`src/rtl/machine_trap_ctrl_pkg.sv`:
```
// Shared definitions for the machine-mode trap controller: CSR addresses,
// bit positions, FSM state encoding, cause codes and the trap-target helper.
package XT_TRAP;

   // CSR addresses
   localparam logic [11:0] CSR_MSTATUS = 12'h300;
   localparam logic [11:0] CSR_MIE     = 12'h304;
   localparam logic [11:0] CSR_MTVEC   = 12'h305;
   localparam logic [11:0] CSR_MEPC    = 12'h341;
   localparam logic [11:0] CSR_MCAUSE  = 12'h342;
   localparam logic [11:0] CSR_MTVAL   = 12'h343;
   localparam logic [11:0] CSR_MIP     = 12'h344;

   // mstatus bit positions
   localparam int MSTATUS_MIE_BIT  = 3;
   localparam int MSTATUS_MPIE_BIT = 7;
   localparam int MSTATUS_MPP_LO   = 11;
   localparam int MSTATUS_MPP_HI   = 12;

   // mie / mip bit positions in the architectural CSR view
   localparam int MI_MSI_BIT = 3;
   localparam int MI_MTI_BIT = 7;
   localparam int MI_MEI_BIT = 11;

   // Index of each source in the compact 3-bit internal vectors
   localparam int IRQ_MSI = 0;
   localparam int IRQ_MTI = 1;
   localparam int IRQ_MEI = 2;

   // mcause interrupt codes (without the interrupt flag in bit 31)
   localparam logic [30:0] CAUSE_MEI         = 31'd11;
   localparam logic [30:0] CAUSE_MSI         = 31'd3;
   localparam logic [30:0] CAUSE_MTI         = 31'd7;
   localparam logic [30:0] CAUSE_CUSTOM_BASE = 31'd16;

   typedef enum logic {
      ST_RUN      = 1'b0,
      ST_REDIRECT = 1'b1
   } trap_state_e;

   // Vectored mode only applies to interrupts; exceptions and direct mode use the base.
   function automatic logic [31:0] trap_target(input logic [31:0] mtvec,
                                               input logic        is_int,
                                               input logic [30:0] code);
      logic [31:0] base;
      logic [31:0] code32;
      base   = {mtvec[31:2], 2'b00};
      code32 = {1'b0, code};
      if (is_int && (mtvec[1:0] == 2'b01)) begin
         return base + (code32 << 2);
      end
      return base;
   endfunction

endpackage

```
`src/rtl/machine_trap_ctrl_trap_cause_sel.sv`:
```
// Combinational trap selection: priority between the synchronous exception
// and the enabled interrupt sources, mcause encoding and target PC.
module trap_cause_sel
   import XT_TRAP::*;
(
   input  logic        exc_req,
   input  logic [4:0]  exc_code,
   input  logic [2:0]  irq_lvl,
   input  logic [2:0]  irq_en,
   input  logic        mstatus_mie,
   input  logic [26:0] custom_int_code,
   input  logic [31:0] mtvec,
   output logic        take_exc,
   output logic        take_int,
   output logic [31:0] cause,
   output logic [31:0] target
);

   logic [2:0]  irq_pend;
   logic [30:0] int_code;
   logic [30:0] custom_code;

   // Priority: exception, then MEI, MSI, MTI; interrupts gated by global MIE
   always_comb begin
      irq_pend    = irq_lvl & irq_en;
      custom_code = {4'b0000, custom_int_code} + (CAUSE_CUSTOM_BASE - 31'd1);
      take_exc    = exc_req;
      take_int    = !exc_req && mstatus_mie && (irq_pend != 3'b000);

      int_code = CAUSE_MTI;
      if (irq_pend[IRQ_MEI]) begin
         int_code = (custom_int_code == 27'd0) ? CAUSE_MEI : custom_code;
      end else if (irq_pend[IRQ_MSI]) begin
         int_code = CAUSE_MSI;
      end

      if (exc_req) begin
         cause  = {27'd0, exc_code};
         target = trap_target(mtvec, 1'b0, int_code);
      end else begin
         cause  = {1'b1, int_code};
         target = trap_target(mtvec, 1'b1, int_code);
      end
   end

endmodule

```
`src/rtl/machine_trap_ctrl.sv`:
```
// Machine-mode trap controller: owns the trap CSRs, takes exceptions and
// interrupts at commit boundaries, executes mret, and holds a PC redirect
// towards fetch until it is accepted.
module machine_trap_ctrl
   import XT_TRAP::*;
#(
   parameter logic [31:0] MTVEC_RESET = 32'h0000_0000
) (
   input  logic        hb_clk,
   input  logic        rst_n,
   input  logic        mextern_int,
   input  logic [26:0] custom_int_code,
   input  logic        mtimer_int,
   input  logic        msoft_int,
   input  logic        commit_valid,
   input  logic [31:0] commit_pc,
   input  logic [31:0] commit_next_pc,
   input  logic        commit_exc,
   input  logic [4:0]  commit_exc_code,
   input  logic [31:0] commit_exc_tval,
   input  logic        commit_mret,
   input  logic        csr_we,
   input  logic        csr_re,
   input  logic [11:0] csr_addr,
   input  logic [31:0] csr_wdata,
   output logic [31:0] csr_rdata,
   output logic        redirect_valid,
   output logic [31:0] redirect_pc,
   input  logic        redirect_ready,
   output logic        trap_active
);

   trap_state_e state_q, state_d;
   logic        mstatus_mie_q, mstatus_mie_d;
   logic        mstatus_mpie_q, mstatus_mpie_d;
   logic [2:0]  mie_en_q, mie_en_d;
   logic [31:0] mtvec_q, mtvec_d;
   logic [31:0] mepc_q, mepc_d;
   logic [31:0] mcause_q, mcause_d;
   logic [31:0] mtval_q, mtval_d;
   logic [31:0] csr_rdata_q, csr_rdata_d;
   logic        redirect_valid_q, redirect_valid_d;
   logic [31:0] redirect_pc_q, redirect_pc_d;
   logic        trap_active_q, trap_active_d;

   logic [2:0]  irq_lvl;
   logic        take_exc, take_int;
   logic [31:0] sel_cause, sel_target;
   logic [31:0] rd_val;

   // mip is a live, unlatched view of the three request levels
   assign irq_lvl = {mextern_int, mtimer_int, msoft_int};

   trap_cause_sel u_cause_sel (
      .exc_req         (commit_exc),
      .exc_code        (commit_exc_code),
      .irq_lvl         (irq_lvl),
      .irq_en          (mie_en_q),
      .mstatus_mie     (mstatus_mie_q),
      .custom_int_code (custom_int_code),
      .mtvec           (mtvec_q),
      .take_exc        (take_exc),
      .take_int        (take_int),
      .cause           (sel_cause),
      .target          (sel_target)
   );

   // CSR read mux over the current register contents (a same-cycle write is not visible)
   always_comb begin
      rd_val = 32'd0;
      case (csr_addr)
         CSR_MSTATUS: begin
            rd_val[MSTATUS_MIE_BIT]                = mstatus_mie_q;
            rd_val[MSTATUS_MPIE_BIT]               = mstatus_mpie_q;
            rd_val[MSTATUS_MPP_HI:MSTATUS_MPP_LO]  = 2'b11;
         end
         CSR_MIE: begin
            rd_val[MI_MSI_BIT] = mie_en_q[IRQ_MSI];
            rd_val[MI_MTI_BIT] = mie_en_q[IRQ_MTI];
            rd_val[MI_MEI_BIT] = mie_en_q[IRQ_MEI];
         end
         CSR_MTVEC:  rd_val = mtvec_q;
         CSR_MEPC:   rd_val = mepc_q;
         CSR_MCAUSE: rd_val = mcause_q;
         CSR_MTVAL:  rd_val = mtval_q;
         CSR_MIP: begin
            rd_val[MI_MSI_BIT] = irq_lvl[IRQ_MSI];
            rd_val[MI_MTI_BIT] = irq_lvl[IRQ_MTI];
            rd_val[MI_MEI_BIT] = irq_lvl[IRQ_MEI];
         end
         default: rd_val = 32'd0;
      endcase
   end

   // Next-state: software CSR writes first, then trap/mret updates override the fields they touch
   always_comb begin
      state_d          = state_q;
      mstatus_mie_d    = mstatus_mie_q;
      mstatus_mpie_d   = mstatus_mpie_q;
      mie_en_d         = mie_en_q;
      mtvec_d          = mtvec_q;
      mepc_d           = mepc_q;
      mcause_d         = mcause_q;
      mtval_d          = mtval_q;
      redirect_valid_d = redirect_valid_q;
      redirect_pc_d    = redirect_pc_q;
      trap_active_d    = trap_active_q;
      csr_rdata_d      = csr_re ? rd_val : csr_rdata_q;

      if (csr_we) begin
         case (csr_addr)
            CSR_MSTATUS: begin
               mstatus_mie_d  = csr_wdata[MSTATUS_MIE_BIT];
               mstatus_mpie_d = csr_wdata[MSTATUS_MPIE_BIT];
            end
            CSR_MIE: begin
               mie_en_d[IRQ_MSI] = csr_wdata[MI_MSI_BIT];
               mie_en_d[IRQ_MTI] = csr_wdata[MI_MTI_BIT];
               mie_en_d[IRQ_MEI] = csr_wdata[MI_MEI_BIT];
            end
            CSR_MTVEC:  mtvec_d  = csr_wdata;
            CSR_MEPC:   mepc_d   = csr_wdata & ~32'h3;
            CSR_MCAUSE: mcause_d = csr_wdata;
            CSR_MTVAL:  mtval_d  = csr_wdata;
            default: ;
         endcase
      end

      case (state_q)
         ST_RUN: begin
            if (commit_valid) begin
               if (take_exc || take_int) begin
                  mepc_d           = (take_exc ? commit_pc : commit_next_pc) & ~32'h3;
                  mcause_d         = sel_cause;
                  mtval_d          = take_exc ? commit_exc_tval : 32'd0;
                  mstatus_mpie_d   = mstatus_mie_q;
                  mstatus_mie_d    = 1'b0;
                  redirect_pc_d    = sel_target;
                  redirect_valid_d = 1'b1;
                  trap_active_d    = 1'b1;
                  state_d          = ST_REDIRECT;
               end else if (commit_mret) begin
                  mstatus_mie_d    = mstatus_mpie_q;
                  mstatus_mpie_d   = 1'b1;
                  redirect_pc_d    = mepc_q;
                  redirect_valid_d = 1'b1;
                  trap_active_d    = 1'b1;
                  state_d          = ST_REDIRECT;
               end
            end
         end
         ST_REDIRECT: begin
            // Commits are ignored here; the redirect target stays put until fetch takes it
            if (redirect_ready) begin
               redirect_valid_d = 1'b0;
               trap_active_d    = 1'b0;
               state_d          = ST_RUN;
            end
         end
         default: state_d = ST_RUN;
      endcase
   end

   // FSM, CSR and registered-output state
   always_ff @(posedge hb_clk or negedge rst_n) begin
      if (!rst_n) begin
         state_q          <= ST_RUN;
         mstatus_mie_q    <= 1'b0;
         mstatus_mpie_q   <= 1'b0;
         mie_en_q         <= 3'b000;
         mtvec_q          <= MTVEC_RESET;
         mepc_q           <= 32'd0;
         mcause_q         <= 32'd0;
         mtval_q          <= 32'd0;
         csr_rdata_q      <= 32'd0;
         redirect_valid_q <= 1'b0;
         redirect_pc_q    <= 32'd0;
         trap_active_q    <= 1'b0;
      end else begin
         state_q          <= state_d;
         mstatus_mie_q    <= mstatus_mie_d;
         mstatus_mpie_q   <= mstatus_mpie_d;
         mie_en_q         <= mie_en_d;
         mtvec_q          <= mtvec_d;
         mepc_q           <= mepc_d;
         mcause_q         <= mcause_d;
         mtval_q          <= mtval_d;
         csr_rdata_q      <= csr_rdata_d;
         redirect_valid_q <= redirect_valid_d;
         redirect_pc_q    <= redirect_pc_d;
         trap_active_q    <= trap_active_d;
      end
   end

   assign csr_rdata      = csr_rdata_q;
   assign redirect_valid = redirect_valid_q;
   assign redirect_pc    = redirect_pc_q;
   assign trap_active    = trap_active_q;

endmodule

```
`config.mk`:
```
export PLATFORM = sky130hd
export DESIGN_NAME = machine_trap_ctrl
export DESIGN_NICKNAME = d
export VERILOG_FILES = /design/src/rtl/machine_trap_ctrl_pkg.sv /design/src/rtl/machine_trap_ctrl_trap_cause_sel.sv /design/src/rtl/machine_trap_ctrl.sv
export SDC_FILE = /design/constraint.sdc
export NUM_CORES = 1
export LEC_CHECK = 0
export ABC_AREA = 1
export BUFFER_PORTS_ARGS = -buffer_cell sky130_fd_sc_hd__buf_2
export CORE_ASPECT_RATIO = 0.75
export CORE_MARGIN = 2
export CORE_UTILIZATION = 25
export CTS_BUF_LIST = sky130_fd_sc_hd__clkbuf_8
export DETAILED_ROUTE_END_ITERATION = 10
export HOLD_SLACK_MARGIN = 0.03
export SLEW_MARGIN = 20
export SYNTH_ARGS = -nofsm -noshare
export SYNTH_HDL_FRONTEND = slang
export SYNTH_SLANG_ARGS = --single-unit
```
`constraint.sdc`:
```
create_clock -name hb_clk -period 3.2 [get_ports hb_clk]
set_clock_uncertainty 0.15 [all_clocks]
set_input_delay 0.64 -clock hb_clk [delete_from_list [all_inputs] [get_ports hb_clk]]
set_output_delay 0.64 -clock hb_clk [all_outputs]
set_load 0.05 [all_outputs]
```
# Yosys cells after proc, flatten, opt, wreduce, memory -nomap -nowiden
# Index checks and enable logic that the tools add are counted.
[op_classes] add_sub_neg=2 n_mul=0 n_div=0 n_lt_le_gt_ge=0 eq_ne=11 shifts=0 muxes=58 bitwise=2 n_reduce_logical=11
[op_table] operator="two-way mux 32 bit" count=23
[op_table] operator="equality test 12 x 10 -> 1 bit (second input constant)" count=7
[op_table] operator="case mux 19 bit (4 select lines)" count=1
[op_table] operator="two-way mux 31 bit" count=2
[op_table] operator="case mux 3 bit (4 select lines)" count=3
[op_table] operator="adder 32 bit" count=1
[op_table] operator="adder 27 x 4 -> 28 bit (second input constant)" count=1
[op_table] operator="zero test 27 bit" count=1
[op_table] operator="two-way mux 1 bit" count=22
[op_table] operator="case mux 1 bit (7 select lines)" count=3
[op_table] operator="AND reduction 3 bit" count=2
[op_table] operator="case mux 1 bit (5 select lines)" count=1
[op_table] operator="inequality test 2 bit (second input constant)" count=2
[op_table] operator="case mux 1 bit (2 select lines)" count=2
[op_table] operator="AND reduction 2 bit" count=2
[op_table] operator="bitwise AND 3 bit" count=1
[op_table] operator="two-way mux 3 bit" count=1
[op_table] operator="inequality test 3 bit (second input constant)" count=1
[op_table] operator="nonzero test 3 bit" count=1
[op_table] operator="equality test 2 x 1 -> 1 bit (second input constant)" count=1
[op_table] operator="logical AND 1 bit" count=2
[op_table] operator="nonzero test 2 bit" count=1
[op_table] operator="zero test 1 bit" count=1
[op_table] operator="logical OR 1 bit" count=1
[op_table] operator="inverter 1 bit" count=1
[totals] register_bits=199 latchBits=0 ram_bits=0 rom_bits=0 input_bits=183 out_inout_bits=66 elab_cells=95 memories=0

# Depth between registers and ports, before layout
# Gate-level depths: netlist of the first run.
[logic_depth] word_depth=8 mapped_depth=24 ltp_nobuf=24

# Cells and area by module
# From an unflattened synthesis of the first run, not the netlist that was laid out.
[hier_totals] hier_cells=2184 hier_area_um2=14168.6
[modules_own_cells] module="machine_trap_ctrl" instances=1 cells_per_inst=1385 area_per_inst_um2=10352.4 seq_area_each_um2=4979.8
[modules_own_cells] module="trap_cause_sel" instances=1 cells_per_inst=799 area_per_inst_um2=3816.2 seq_area_each_um2=0.0

# Worst setup path before layout of the first run
# No wires, ideal clock.
[synth_timing] kind="input port to flip-flop" start="in custom_int_code[0]" end="reg redirect_pc_q[30] (netlist: redirect_pc[30])" setup_time_ps=118 arrival_time_ps=3105 path_slack_ps=-173 path_stages=23 cell_sequence="inv_1 ha_1 nand4_1 nor3_1 nand4_1 and2_1 clkbuf_1 nand2_1 ha_1 inv_1 fa_1 inv_1 nand3_1 nand3_1 nand3_1 nand2_1 nand2_1 nand2_1 nand2_1 nand2_1 nand3_1 nand2_1 nand2_1"
[synth_via] elab_chain_cells=8 word_cells_on_any_way=9 cone_classes="2 x add/sub; 6 x mux; 1 x reduce/logical"
[synth_rtl] item="start: declaration" line="machine_trap_ctrl.sv:12" source="input logic [26:0] custom_int_code,"
[synth_rtl] item="adder 27 x 4 -> 28 bit / zero test 27 bit (equally long branches)" line="machine_trap_ctrl_trap_cause_sel.sv:26, machine_trap_ctrl_trap_cause_sel.sv:32"
[synth_rtl] item="two-way mux 31 bit *" line="machine_trap_ctrl_trap_cause_sel.sv:32" source="int_code = (custom_int_code == 27'd0) ? CAUSE_MEI : custom_code;"
[synth_rtl] item="two-way mux 31 bit *" line="machine_trap_ctrl_trap_cause_sel.sv:31" source="if (irq_pend[IRQ_MEI]) begin"
[synth_rtl] item="adder 32 bit *" line="machine_trap_ctrl_pkg.sv:50" source="return base + (code32 << 2);"
[synth_rtl] item="two-way mux 32 bit *" line="machine_trap_ctrl_pkg.sv:49" source="if (is_int && (mtvec[1:0] == 2'b01)) begin"
[synth_rtl] item="two-way mux 32 bit *" line="machine_trap_ctrl_pkg.sv:52" source="return base;"
[synth_rtl] item="two-way mux 32 bit *" line="machine_trap_ctrl_trap_cause_sel.sv:37" source="if (exc_req) begin"
[synth_rtl] item="two-way mux 32 bit *" line="machine_trap_ctrl.sv:132" source="if (take_exc || take_int) begin"
[synth_rtl] item="end signal: assignment" line="machine_trap_ctrl.sv:190" source="redirect_pc_q <= redirect_pc_d;"
[synth_rtl] item="end: declaration" line="machine_trap_ctrl.sv:43" source="logic [31:0] redirect_pc_q, redirect_pc_d;"
# Every way passes the cells marked *; elsewhere a longest branch is shown, timed or not. The select of a mux whose other input is x is not followed.
# A chain may end at the register's enable or synchronous reset.

# Final worst setup path of the first run
[layout_timing] start="in custom_int_code[1]" end="reg redirect_pc_q[21] (netlist: redirect_pc[21])"
# The elaborated chain is that of the path after synthesis.

==> results.md, run 1 <==
- 52900 um2 — area of the core
- 0 — max-capacitance violation count
- 104 — largest net degree at the start of global routing
- sky130_fd_sc_hd__nand2_1 — most numerous cell on the critical path
- 204 um — floorplan die height
- 199 — number of clock sinks
- 0.174 ns — worst hold slack
- 14.7k — Via Count
- 35.7% — Relative slew margins
- 0 ns — accumulated negative setup slack
- 1390 — number of DRC markers after the initial detailed-route iteration
- sky130_fd_sc_hd__ha_4 — slowest stage cell on the critical path
- 4980 um2 — flip-flop and latch area
- 7 — detailed-router iteration count before antenna repair
- sky130_fd_sc_hd__clkbuf_8 — root buffer cell
- 55300 um2 — die area
- in2reg — Worst Setup Path Type
- 5720 — # fillers
- 3093 — Cell Count, Final, Fillers Out
- 0 — max-slew violation count
- 3.40 ns — arrival time reported for the critical path endpoint
- 47200 um — sum of net half-perimeters after detailed placement
- 199 — synthesis-stage register bit count
- 13.7k — via count of the first global-routing pass
- 3050 — dpl cells
- 73 — Rows
- 37.3% — Yosys top cell area share
- 2172 — total nets after synthesis
- 25.3% — Initial Utilization
- 244 — IO buf count
- 19.0 um — detail-routed net length per standard cell
- 100% — share of flip-flops with an asynchronous set or reset
- 96.8% — period utilisation layout
- 0 — grt ovf
- 3.10 ns — crit path time final
- 4 — crit-path max FO
- 37.3% — sequential element share of the synthesized area
- finished clean — outcome
- built — TritonCTS clock tree
- 0 — drc violations
- 2 — number of buffers on the longest clock path
- 271 um — Horiz. Die Dim
- clkbuf_4 > inv_12 > ha_1 > nand3_2 > nand2_2 > nor2_4 > nand2_2 > buf_4 > nor2_1 > nand3b_1 > inv_2 > ha_4 > nand2_4 > nor2_4 > nand3_1 > nand3b_1 > nand2_1 > nand2_1 > nand2_1 > nand3_1 > nand2_1 > a21oi_1 — series of cell instances along the critical path
- 0.988 — routability cong.
- 2581 — final net count
- sky130_fd_sc_hd__dfrtp_1 37%, sky130_fd_sc_hd__nand2_1 15%, sky130_fd_sc_hd__o21ai_0 7.6% — top post-synthesis cells by area
- 20.9% — Tot GR Track Use
- -0.808 ns — DP Worst Slack
- 58700 um — final routed wirelength across all metal layers
- sky130_fd_sc_hd__dfrtp_1 — predominant post-synthesis flop cell
- 0.24 ns — slack of the worst reg-to-reg path
- sky130_fd_sc_hd__dfrtp_1 — Yosys top cell by area
- 0.101 ns — final critical-path setup slack
- 28.5% — share of final-layout standard cells stronger than drive strength 1
- 34.2% — share of the core filled with cells
- 17 — CTS Buf Count
- 4 — Clock H-tree levels
- 13400 um2 — post-synthesis instance area
- 0 — remaining antenna violation count
- 4.76 — post-detailed-route via-to-cell ratio
- 0 — warnings from Yosys
- 249 — top-level port count
- input pin — crit path launch type
- 0.347 mV — maximum resistive drop on vdd
- 0.12 ns — clock-pin slew on the worst setup and hold paths
- 0.00917 uW — P_leak
- 7710 um2 — area used by multi-input combinational logic
- yes — RSZ-0062 raised after global routing
- 0 — final-report setup violation count
- 0.31 ns — peak per-stage delay on the critical path
- 0 — EDFF count, synth
- in2reg — Hold/Removal Path Class
- 351 nW/um2 — power per cell area
- 6.82 um2 — average footprint of a synthesized cell
- 3.50 ns — required time at the worst-slack endpoint
- 1958 — number of instances in the synthesized netlist
- 0.961 ns — actual transition at the worst max-transition pin
- 0 — Final Hold Viols
- 0.323 GHz — fmax
- 51 — count of different cell masters after synthesis
- flop — capturing element type of the critical path
- 35.3% — relative area change from synthesis to final layout
- 86900 um — global-route wire length before repair
- 2 — initial antenna violation count
- 0.52 ns — Worst-Skew Late Latency
area by class of cell:
| type | count | area share, % |
|---|---|---|
| diodes | 1 | 0.0139 |
| clock buffers | 18 | 1.37 |
| clock inverters | 14 | 0.776 |
| inverters | 274 | 5.82 |
| multi-input cells | 1400 | 42.7 |
| flip-flops and latches | 199 | 27.6 |
| well taps | 712 | 4.93 |
| repair buffers | 475 | 16.8 |
registers in the layout (all words and copies together), names as in the netlist:
signal,count
mtvec_q,32
trap_active,1
mtval_q,32
mie_en_q,3
mcause_q,32
mepc_q,32
mstatus_mpie_q,1
csr_rdata,32
state_q,1
mstatus_mie_q,1
redirect_pc,32
cells by family (layout without fill, tap and decap cells):
family | Yosys count | in the layout | synth area share, %
adders and majority gates | 31 | 31 | 2.96
muxes | 30 | 30 | 2.25
AOI/OAI and AO/OA | 446 | 446 | 18.2
xor gates and xnor gates | 21 | 21 | 1.38
other | 0 | 1 | 0
buffers and inverters | 359 | 781 | 10.7
DFF | 199 | 199 | 37.3
and+or+nand+nor | 872 | 872 | 27.2
cells in the mapped netlist, types with 4 or more instances:
cell                       instances
sky130_fd_sc_hd__nand3_1         100
sky130_fd_sc_hd__a31oi_1           4
sky130_fd_sc_hd__nand2_1         532
sky130_fd_sc_hd__nor3_1           22
sky130_fd_sc_hd__nand3b_1          5
sky130_fd_sc_hd__o211ai_1         10
sky130_fd_sc_hd__nor2_2            5
sky130_fd_sc_hd__a21oi_1         114
sky130_fd_sc_hd__inv_2             9
sky130_fd_sc_hd__a22o_1           12
sky130_fd_sc_hd__mux2i_1          30
sky130_fd_sc_hd__o21ai_1          42
sky130_fd_sc_hd__o22ai_1          41
sky130_fd_sc_hd__a32o_1            5
sky130_fd_sc_hd__clkbuf_1         48
sky130_fd_sc_hd__xor2_1           18
sky130_fd_sc_hd__nand4_1          23
sky130_fd_sc_hd__buf_4             8
sky130_fd_sc_hd__ha_1             30
sky130_fd_sc_hd__dfrtp_1         199
sky130_fd_sc_hd__nor4_1            5
sky130_fd_sc_hd__buf_2            25
sky130_fd_sc_hd__nor2_1          159
sky130_fd_sc_hd__o21ai_0         204
sky130_fd_sc_hd__inv_1           263
layer usage:
metal / wire [um] / vias up / global-route usage [%]
li1: - / 7189 / -
met1: 27600 / 6899 / 30.7
met2: 25600 / 575 / 31.8
met3: 4560 / 49 / 3.96
met4: 818 / 2 / 3.71
met5: 80 / - / 1.05
final timing paths:
check / depth (start not counted) / endpoint / startpoint
worst min-delay path: 2 / state_q$_DFF_PN0_ / redirect_ready
worst min register to register: 2 / redirect_pc[15]$_DFFE_PN0P_ / redirect_pc[15]$_DFFE_PN0P_
worst max register to register: 17 / redirect_pc[21]$_DFFE_PN0P_ / mie_en_q[2]$_DFFE_PN0P_
worst max-delay path: 22 / redirect_pc[21]$_DFFE_PN0P_ / custom_int_code[1]
min in group asynchronous: 2 / csr_rdata[1]$_DFFE_PN0P_ / rst_n
max in group asynchronous: 3 / mtval_q[20]$_DFF_PN0_ / rst_n
layout by cell type (no fill, tap or decap), types with 4 or more instances in the layout:
master / n
sky130_fd_sc_hd__nor3_2: 10
sky130_fd_sc_hd__ha_4: 22
sky130_fd_sc_hd__o21ai_1: 50
sky130_fd_sc_hd__nand3_1: 84
sky130_fd_sc_hd__buf_4: 224
sky130_fd_sc_hd__a21oi_1: 102
sky130_fd_sc_hd__xor2_1: 18
sky130_fd_sc_hd__buf_2: 241
sky130_fd_sc_hd__a32o_1: 5
sky130_fd_sc_hd__nor3_1: 12
sky130_fd_sc_hd__nand2_1: 500
sky130_fd_sc_hd__a21oi_2: 11
sky130_fd_sc_hd__o211ai_1: 10
sky130_fd_sc_hd__nand3_2: 16
sky130_fd_sc_hd__inv_2: 14
sky130_fd_sc_hd__nor2_4: 9
sky130_fd_sc_hd__a22o_1: 12
sky130_fd_sc_hd__nand4_1: 23
sky130_fd_sc_hd__nor2_2: 31
sky130_fd_sc_hd__dfrtp_1: 199
sky130_fd_sc_hd__inv_8: 4
sky130_fd_sc_hd__o21ai_0: 194
sky130_fd_sc_hd__inv_1: 255
sky130_fd_sc_hd__nand3b_1: 5
sky130_fd_sc_hd__buf_12: 5
sky130_fd_sc_hd__clkbuf_8: 19
sky130_fd_sc_hd__ha_1: 6
sky130_fd_sc_hd__mux2i_1: 30
sky130_fd_sc_hd__o22ai_1: 41
sky130_fd_sc_hd__a31oi_1: 4
sky130_fd_sc_hd__clkinvlp_4: 4
sky130_fd_sc_hd__nand2_2: 30
sky130_fd_sc_hd__nor2_1: 125
power breakdown:
part	leakage, uW	internal (uW)	switching (uW)
logic	0.00639	493	1090
clock network	0.000192	659	1050
registers	0.00259	2820	233
worst max-delay path, delay by kind of cell:
kind / cells / cell delay [ns]
AOI/OAI and AO/OA: 1 / 0.13
buffers and inverters: 4 / 0.41
and+or+nand+nor: 15 / 1.70
adders and majority gates: 2 / 0.51
stage by stage:
stage | instance area (um2) | power [uW]
after floorplan | 13400 | 3910
after global placement | 16900 | 4650
after detailed placement | 16900 | 4650
after CTS | 17400 | 6340
after global routing | 18100 | 6620
final | 18100 | 6340
repair_timing:
action                     in CTS  in global routing
pin swaps                       2                 40
hold buffers                    1                  0
hold endpoints to repair       62                  0
gates cloned                    0                  0
resized for setup              11                151
setup endpoints to repair      17                 25
setup buffers                   1                  8
Note: power is estimated with default switching activity, not from simulation.
==> run 2: changes to the inputs <==
--- a/config.mk
+++ b/config.mk
@@ -8,12 +8,10 @@
 export ABC_AREA = 1
 export BUFFER_PORTS_ARGS = -buffer_cell sky130_fd_sc_hd__buf_2
 export CORE_ASPECT_RATIO = 0.75
-export CORE_MARGIN = 2
 export CORE_UTILIZATION = 25
 export CTS_BUF_LIST = sky130_fd_sc_hd__clkbuf_8
 export DETAILED_ROUTE_END_ITERATION = 10
 export HOLD_SLACK_MARGIN = 0.03
-export SLEW_MARGIN = 20
 export SYNTH_ARGS = -nofsm -noshare
 export SYNTH_HDL_FRONTEND = slang
 export SYNTH_SLANG_ARGS = --single-unit
==> run 2 against run 1 <==
  * Non-clock buffer count rose by 7
  * Clock-buffer cell count did not move
  * Maximum frequency fell by 2.4%
  * Power rose by 0.31%
  * Critical path depth fell by 2
  * Via count rose by 1.9%
  * Hold slack got worse by 0.028 ns
  * Critical path type unchanged
  * Largest cell class unchanged
  * Largest power group unchanged
  * Highest routed layer is now met4
==> results.md, run 2 (same netlist as run 1, synthesis figures left out) <==
- in2reg — Worst Setup Path Type
- 244 — IO buf count, unchanged
- 37.6% — share of total power consumed by net switching, +0.30 points
- 99.2% — period utilisation layout, +2.3 points
- 0.54 ns — Worst-Skew Late Latency, +0.02 ns
- redirect_ready — beginning of the worst hold path
- 0.145 ns — worst hold slack, -0.0284 ns
- 249 — top-level port count, unchanged
- 0.994 ns — actual transition at the worst max-transition pin, +0.0338 ns
- 199 — number of clock sinks, unchanged
- 0 — Final Hold Viols, unchanged
- 78 — largest net degree at the start of global routing, -25%
- 0.381 mV — maximum resistive drop on vdd, +9.9%
- 0 — max-capacitance violation count, unchanged
- 0.11 ns — clock-pin slew on the worst setup and hold paths, about the same
- 25.6% — Initial Utilization, +0.35 points
- 72 — Rows, -1.4%
- 4 — crit-path max FO, unchanged
- 86000 um — global-route wire length before repair, -1.1%
- 34.5% — relative area change from synthesis to final layout
- 3970 uW — Cell Int Power, -0.17%
- 0 — drc violations, unchanged
- 269 um — Horiz. Die Dim, -0.74%
- 54400 um2 — die area, -1.7%
- finished clean — outcome
- built — TritonCTS clock tree
- custom_int_code[4] — CP startpoint
- sky130_fd_sc_hd__nand2_1 — most common library cell in the layout ignoring fill and taps
- 28.4% — share of final-layout standard cells stronger than drive strength 1, -0.084 points
- 202 um — floorplan die height, -0.98%
- 0 — final-report setup violation count, unchanged
- 5 — detailed-router iteration count before antenna repair, -2
- 6360 uW — Design Power, +0.31%
- 5712 — # fillers, -0.14%
- 3.44 ns — arrival time reported for the critical path endpoint, +0.04 ns
- 21.3% — Tot GR Track Use, +0.46 points
- 33.5% — Relative slew margins, -2.3 points
- 2 — number of buffers on the longest clock path, unchanged
- 354 nW/um2 — power per cell area, +0.85%
- 27.1% — power share of the clock group, +0.2 points
- 59100 um — final routed wirelength across all metal layers, +0.63%
- yes — RSZ-0062 raised after global routing
- 492 x sky130_fd_sc_hd__nand2_1, 252 x sky130_fd_sc_hd__inv_1, 238 x sky130_fd_sc_hd__buf_2 — most frequent cells in the layout
- 4.85 — post-detailed-route via-to-cell ratio, +1.9%
- 0 — max-slew violation count, unchanged
- 13.7k — via count of the first global-routing pass, +0.34%
- 19.1 um — detail-routed net length per standard cell, +0.66%
- input pin — crit path launch type
- 2 — initial antenna violation count, unchanged
- 52200 um2 — area of the core, -1.4%
- 0.00925 uW — P_leak, +0.84%
- in2reg — Hold/Removal Path Class
- 15.0k — Via Count, +1.9%
- sky130_fd_sc_hd__clkbuf_8 — root buffer cell
- 0.967 — routability cong., -2.1%
- 0.315 GHz — fmax, -2.4%
- 46900 um — sum of net half-perimeters after detailed placement, -0.53%
- 0 — grt ovf, unchanged
- 3.17 ns — crit path time final, +0.0746 ns
- 2588 — final net count, +0.27%
- 2390 uW — Net Sw Power, +1.1%
- 4 — Clock H-tree levels, unchanged
- 3.47 ns — required time at the worst-slack endpoint, -0.03 ns
- 24.8% — part of the total power dissipated in combinational logic, about the same
- 0 — remaining antenna violation count, unchanged
- 48.1% — part of the power in registers, about the same
- 1485 — number of DRC markers after the initial detailed-route iteration, +6.8%
- flop — capturing element type of the critical path
- mie_en_q[2]$_DFFE_PN0P_ — Reg2Reg Launch Point
- 17 — CTS Buf Count, unchanged
==> run 2: changes by cell type in the layout (fill, tap and decap cells not counted), sizes merged <==
cell and change:
clkbuf -1, inv -1, clkinv +1, buf +8
diode +1
==> run 2: stage by stage <==
stage,worst slack (ns),area (um2),instances,TNS [ns],util (%)
finish,0.0264,18000,3092,0,34.5
global route,-0.0871,18000,3091,-0.719,34.4
CTS,-0.0116,17300,3078,-0.0116,33.2
detailed placement,-0.621,16900,3044,-15.02,32.4
global placement,-0.719,16900,3044,-14.87,32.4
floorplan,-0.00757,13400,1958,-0.00757,-
==> run 2: metal layers <==
layer | track usage (%) | vias up | routed length, um
met5 | 0 | - | 0
met4 | 4.20 | 0 | 811
met3 | 3.89 | 58 | 4760
met2 | 31.9 | 623 | 25900
met1 | 31.7 | 7105 | 27600
li1 | - | 7202 | -
==> run 2: power by group through the flow <==
| stage | sequential, uW | clock [uW] | combinational [uW] |
|---|---|---|---|
| 2_1_floorplan | 3370 | 0 | 546 |
| 3_3_place_gp | 3100 | 0 | 1540 |
| 3_5_place_dp | 3100 | 0 | 1550 |
| 4_1_cts | 3050 | 1750 | 1550 |
| 5_1_grt | 3090 | 1850 | 1710 |
| 6_report | 3060 | 1720 | 1570 |
==> run 2: worst max-delay path, stage by stage <==
cell and delay (ns):
sky130_fd_sc_hd__buf_4 0.11, sky130_fd_sc_hd__clkinvlp_4 0.15, sky130_fd_sc_hd__nor3_4 0.25, sky130_fd_sc_hd__a21oi_2 0.09
sky130_fd_sc_hd__nor2_2 0.17, sky130_fd_sc_hd__buf_4 0.13, sky130_fd_sc_hd__inv_1 0.05, sky130_fd_sc_hd__nand2_1 0.07
sky130_fd_sc_hd__nand3_2 0.15, sky130_fd_sc_hd__inv_1 0.10, sky130_fd_sc_hd__ha_2 0.31, sky130_fd_sc_hd__nand2_2 0.14
sky130_fd_sc_hd__inv_1 0.05, sky130_fd_sc_hd__nand2_1 0.06, sky130_fd_sc_hd__nand2_1 0.07, sky130_fd_sc_hd__nand3b_1 0.30
sky130_fd_sc_hd__buf_4 0.21, sky130_fd_sc_hd__xor2_1 0.13, sky130_fd_sc_hd__o21ai_1 0.16, sky130_fd_sc_hd__a21oi_1 0.09
==> run 2: layout make-up <==
cell class                      instances  area [um2]  area share, %
Antenna cell                            2        5.00         0.0279
Tap cell                              703         880           4.89
Clock inverter                         14         139          0.773
Clock buffer                           18         248           1.38
Inverter                              274        1050           5.86
Timing Repair Buffer                  482        3110           17.3
Multi-Input combinational cell       1400        7550           42.0
Sequential cell                       199        4980           27.7
==> run 2: final timing paths <==
| check | slack [ns] | end | cells past startpoint |
|---|---|---|---|
| max | 0.03 | redirect_pc[13]$_DFFE_PN0P_ | 20 |
| min | 0.15 | state_q$_DFF_PN0_ | 2 |
| max reg2reg | 0.13 | mcause_q[1]$_DFF_PN0_ | 10 |
| min reg2reg | 0.34 | csr_rdata[26]$_DFFE_PN0P_ | 2 |
| max in group asynchronous | 1.55 | mtval_q[18]$_DFF_PN0_ | 3 |
| min in group asynchronous | 0.54 | mtval_q[7]$_DFF_PN0_ | 2 |
==> run 2: repair_timing <==
item	CTS	global route
endpoints found under the hold margin	66	0
pin swaps	1	42
resized for setup	6	143
setup endpoints to repair	11	24
hold buffers	1	0
buffers inserted	1	12
